## config.mk

```make
export PLATFORM = sky130hd
export DESIGN_NAME = v_pack_unit
export DESIGN_NICKNAME = d
export VERILOG_FILES = /design/src/rtl/v_pack_pkg.sv /design/src/rtl/v_pack_unit.sv
export SDC_FILE = /design/constraint.sdc
export NUM_CORES = 1
export LEC_CHECK = 0
export CORE_ASPECT_RATIO = 0.75
export CORE_MARGIN = 2
export CORE_UTILIZATION = 44
export CTS_CLUSTER_DIAMETER = 40
export DETAILED_ROUTE_END_ITERATION = 8
export PLACE_DENSITY = 0.78
export SETUP_SLACK_MARGIN = 0.05
export SLEW_MARGIN = 30
export SYNTH_ARGS = -nofsm -noshare
export SYNTH_HDL_FRONTEND = slang
export SYNTH_SLANG_ARGS = --single-unit
```

## constraint.sdc

```tcl
create_clock -name clk -period 4.6 [get_ports clk]
set_input_delay 1.38 -clock clk [delete_from_list [all_inputs] [get_ports clk]]
set_output_delay 1.38 -clock clk [all_outputs]
set_load 0.02 [all_outputs]
```

## src/rtl/v_pack_pkg.sv

```systemverilog
// v_pack_pkg: shared widths, defaults and state constants for v_pack_unit
package v_pack_pkg;
  localparam int VEC_W = 64;
  localparam int HALF_W = 32;
  localparam int DEF_ADDR_W = 5;
  localparam int DEF_CNT_W = 16;
  typedef logic [1:0] state_t;
  localparam state_t LO = 2'd0;
  localparam state_t HI = 2'd1;
  localparam state_t WR = 2'd2;
endpackage

```

## src/rtl/v_pack_unit.sv

```systemverilog
// v_pack_unit: packs two 32-bit GPR beats into one vector regfile write; V_PACK_SPLAT_EN enables one-beat splat
module v_pack_unit
  import v_pack_pkg::*;
#(
  parameter int ADDR_W = DEF_ADDR_W,
  parameter int CNT_W = DEF_CNT_W
) (
  input  logic              clk,
  input  logic              reset,
  input  logic              in_valid,
  output logic              in_ready,
  input  logic [HALF_W-1:0] in_data,
  input  logic [ADDR_W-1:0] in_addr,
  input  logic              in_splat,
  input  logic              flush,
  input  logic              port_busy,
  output logic              from_GPR,
  output logic              D_En,
  output logic [ADDR_W-1:0] D_Addrs,
  output logic [VEC_W-1:0]  GPR_DATA,
  output logic              busy,
  output logic [CNT_W-1:0]  wr_count
);
  state_t state;
  logic accept;
  logic splat;
`ifdef V_PACK_SPLAT_EN
  assign splat = in_splat;
`else
  logic unused_splat;
  assign unused_splat = in_splat;
  assign splat = 1'b0;
`endif
  // handshake and write-strobe decode; flush suppresses both beat capture and the write
  always_comb begin
    in_ready = (state == LO) || (state == HI);
    busy = state != LO;
    from_GPR = state == WR;
    D_En = from_GPR && !port_busy && !flush;
    accept = in_valid && in_ready && !flush;
  end
  // sequencer: capture low beat and address, then high beat, then retire on the write cycle
  always_ff @(posedge clk or posedge reset) begin
    if (reset) begin
      state <= LO;
      GPR_DATA <= '0;
      D_Addrs <= '0;
      wr_count <= '0;
    end else if (flush) begin
      state <= LO;
    end else if (accept && state == LO) begin
      GPR_DATA <= splat ? {in_data, in_data} : {GPR_DATA[VEC_W-1:HALF_W], in_data};
      D_Addrs <= in_addr;
      state <= splat ? WR : HI;
    end else if (accept) begin
      GPR_DATA[VEC_W-1:HALF_W] <= in_data;
      state <= WR;
    end else if (D_En) begin
      state <= LO;
      wr_count <= wr_count + 1'b1;
    end
  end
endmodule

```

After elaboration in Yosys (flattened, before gate mapping)

Index checks and enable logic that the tools add are counted.

Output and inout bits: 89
Input bits: 43
Bits in registers: 87
Word-level logic and storage cells: 29

Reductions and logical operators: 14
Mux-type cells: 4
Equal/unequal tests: 2
$add $sub $neg: 1
Bitwise gates (word level): 3

Operators with widths:

| operator                | number |
|---|---|
| $add A16 B1 Y16 const B | 1 |
| $mux W2                 | 4 |
| $logic_and A1 B1 Y1     | 5 |
| $reduce_and A4 Y1       | 1 |
| $reduce_bool A4 Y1      | 1 |
| $not A1 Y1              | 3 |
| $reduce_and A3 Y1       | 1 |
| $eq A2 B1 Y1 const B    | 1 |
| $eq A2 B2 Y1 const B    | 1 |
| $logic_not A1 Y1        | 2 |
| $logic_not A2 Y1        | 1 |
| $reduce_and A2 Y1       | 1 |
| $reduce_bool A2 Y1      | 1 |
| $logic_or A1 B1 Y1      | 1 |

Longest topological paths before layout

Word-level depth: 7
Depth in mapped cells: 7
Gate-level depth less buffers: 5

Worst setup path before layout

No wires, ideal clock.

Kind: input to output
Start point: input flush
End point: output D_En
Path slack: 1.096 ns
Stages on the path: 3
Arrival time: 2.124 ns
Path through: or4b_4 > buf_6 > inv_4

Word-level cells in the longest chain between the ends: 2

RTL lines:

| element             | RTL line          | text |
|---|---|---|
| from (decl)         | v_pack_unit.sv:15 | `input logic flush,` |
| $logic_not A1 Y1    | v_pack_unit.sv:39 | `D_En = from_GPR && !port_busy && !flush;` |
| $logic_and A1 B1 Y1 | v_pack_unit.sv:39 |  |
| to (decl)           | v_pack_unit.sv:18 | `output logic D_En,` |

Every way passes these cells.

Final worst setup path

Ends and elaborated chain as after synthesis.

==> impl_metrics.toml <==
[detailed_routing]
drt-vias-per-instance = 4.84
vias = 2265
drt_pre_antenna_iters = 4
antenna_left = 0
routed_len_inst_microns = 16.1
drt_first_iter_violations = 61
drc_errors = 0
finalWirelength_microns = 7520

[clocking]
htree_num_levels = 3
clk_latency_ns = 0.34
postCtsResizedCells = 0
cts_setup_buffers = 0
clock_slew_at_the_register_clock_pins_of_the_worst_setup_and_hold_paths_ns = 0.08
max-clock-path-buffers = 2
cts_tree = "built"
cts.sinks = 87
ctsHoldBuffers = 0
cts_root_buf = "sky130_fd_sc_hd__clkbuf_8"
total_clock_buffers_created_by_cts = 9

[pwr]
total_leakage_power_uw = 0.00214
power_per_cell_area_mw_per_mm2 = 500
vdd.ir_drop.worst_v = 0.000309

[grt]
grt_antenna_before_repair = 0
gr-total-overflow = 0
vias_in_the_first_global_route = 2348
global_route_wire_length_before_repair_microns = 12200
global_route.usage.total_pct = 18.8
grt_max_degree = 45

[synth]
synth.avg_cell_area_sq_um = 15.5
synth.ff_latch_count = 87
syn-instance-count = 221
yosysUniqueCellTypes = 26
portion_of_synthesized_cell_area_occupied_by_the_leading_cell_type_pct = 63.6
post_synth_instance_area_sq_mm = 0.00342
yosysSeqAreaShare_pct = 63.6
ys.flop_type = "sky130_fd_sc_hd__dfrtp_1"
yosys_warnings = 0
synthArstFlopShare_pct = 100
synth_edf_count = 0
synthTopCellsByCount = "87 x sky130_fd_sc_hd__dfrtp_1, 69 x sky130_fd_sc_hd__mux2_2, 11 x sky130_fd_sc_hd__nand2_1"
post-synth-top-count-cell = "sky130_fd_sc_hd__dfrtp_1"
syn_nets = 265
yosys.area.top_type = "sky130_fd_sc_hd__dfrtp_1"
netlist_top_cells_area = "sky130_fd_sc_hd__dfrtp_1 64%, sky130_fd_sc_hd__mux2_2 23%, sky130_fd_sc_hd__xnor2_1 2.6%"

[final_layout]
fin_nets = 406
multi_input_area_sq_mm = 0.00119
seq_area_sq_mm = 0.00218
layoutNonFillerInstCount = 468
filler_cell_count = 549
design_area_sq_mm = 0.00505
antenna_cells_inserted = 0
finalCoreUtilization_pct = 67.9
syn_to_final_growth_pct = 47.5
post_route_cells_drive_above_1_share_pct = 28.1

[sta]
fin_crit_period_ns = 4.44
timing_worst_slew_pin_value_ns = 0.756
grt_setup_unrepaired = "no"
setup_viol_count_final = 0
fin_setup_tns_ns = 0
worst_clock_skew_ns = 0.00748
timing.final.hold_violations = 0
timing.final.crit_share_pct = 96.6
final_max_slew_viol_count = 0
fmax_mhz = 225
hold_slack_ns = 0.492
worst_slew_margin_rel_pct = 49.5

[floorplan]
floorplan.die_area_sq_mm = 0.00850
core_area_sq_mm = 0.00743
initial_utilization_pct = 46.0
die-width_microns = 106
floorplan.io_pins = 132
placement_rows = 27
fp.dieH_microns = 80.4

[setup_path]
endpoint_kind = "primary output"
worst-path-max-fanout = 6
regToRegStartpoint = "state[0]"
reg2reg_slack_ns = 2.62
worst-setup-path-type = "input port to primary output"
reg_to_reg_endpoint = "wr_count[10]"
startpoint_class = "input port"
arrival_ns = 3.06
worstPathRequired_ns = 3.22
worst_r2r_path_depth = 5

[placement]
port_buffers = 130
place.gp.congestion = 0.771
placedCellCount = 452
placed_area_sq_mm = 0.00487
detailedPlacementHpwl_microns = 5490

[hold_path]
hold_depth = 1
min-delay-path-class = "flip-flop to flip-flop"
hold_path_end = "wr_count[15]"
worst_hold_startpoint = "wr_count[15]"

[run_status]
run_status = "finished clean"

[run]
cap_violations = 0
==> critical path, stage by stage <==
cell and delay [ns]:
sky130_fd_sc_hd__clkdlybuf4s50_1 0.43, sky130_fd_sc_hd__or4b_4 0.54, sky130_fd_sc_hd__inv_4 0.11, sky130_fd_sc_hd__clkdlybuf4s50_1 0.60
==> cell usage in the layout (no fill, tap or decap), types with 2 or more instances in the layout <==
master and instances:
sky130_fd_sc_hd__and3_1 3, sky130_fd_sc_hd__buf_4 8, sky130_fd_sc_hd__clkbuf_1 2, sky130_fd_sc_hd__clkbuf_8 10, sky130_fd_sc_hd__clkdlybuf4s50_1 130, sky130_fd_sc_hd__clkinvlp_4 3
sky130_fd_sc_hd__dfrtp_1 87, sky130_fd_sc_hd__mux2_2 69, sky130_fd_sc_hd__nand2_1 11, sky130_fd_sc_hd__nand3_1 4, sky130_fd_sc_hd__nor2_1 5, sky130_fd_sc_hd__nor3b_4 2
sky130_fd_sc_hd__or2_2 2, sky130_fd_sc_hd__xnor2_1 10, sky130_fd_sc_hd__xor2_1 5
==> sequential cells by signal, indices dropped and copies added (netlist names) <==
name,flops
GPR_DATA,64
D_Addrs,5
state,2
wr_count,16
==> per-stage QoR <==
stage	total power (uW)	worst slack, ns
3_3_place_gp	2050	0.166
2_1_floorplan	1550	0.970
3_5_place_dp	2070	0.152
4_1_cts	2560	0.149
6_report	2520	0.156
5_1_grt	2660	0.109
==> how the worst max path moves through the flow <==
| stage | from | endpoint | slack (ns) | cells after the start |
|---|---|---|---|---|
| global route | flush | D_En | 0.11 | 4 |
| global placement | flush | D_En | 0.17 | 4 |
| CTS | flush | D_En | 0.15 | 4 |
| finish | flush | D_En | 0.16 | 4 |
| detailed placement | flush | D_En | 0.15 | 4 |
| floorplan | reset | D_Addrs[0] | 0.97 | 1 |
==> metal layers <==
metal  share of wire, %  GRT usage, %  vias to the layer above
li1                   -             -                     1040
met1                 44          23.6                     1126
met2                 45          29.2                       91
met3                 10          9.01                        8
met4               0.96          5.53                        0
met5                  0             0                        -
==> power by group <==
| part | internal [uW] | leakage (uW) | switching, uW |
|---|---|---|---|
| Combinational | 527 | 0.000998 | 447 |
| Clock | 212 | 0.0000788 | 259 |
| Sequential | 964 | 0.00107 | 113 |
| Total | 1700 | 0.00214 | 819 |
==> area by class of cell <==
type                       instances  share of cell area [%]
clock buffer                      12                    2.88
multi-input combinational        123                    23.6
inverter                           3                   0.298
timing repair buffer             138                    27.0
tap                              101                    2.50
clock inverter                     4                   0.620
sequential                        87                    43.1
==> kinds of logic (layout without fill, tap and decap cells) <==
group / Yosys count / in the layout / share of synthesized area [%]
xor gates and xnor gates: 16 / 16 / 4.32
muxes: 69 / 69 / 22.7
and+or+nand+nor: 35 / 35 / 6.73
DFF: 87 / 87 / 63.6
AOI/OAI and AO/OA: 2 / 2 / 0.292
buffers and inverters: 11 / 157 / 1.94
adders and majority gates: 1 / 1 / 0.366
Note: power is estimated with default switching activity, not from simulation.
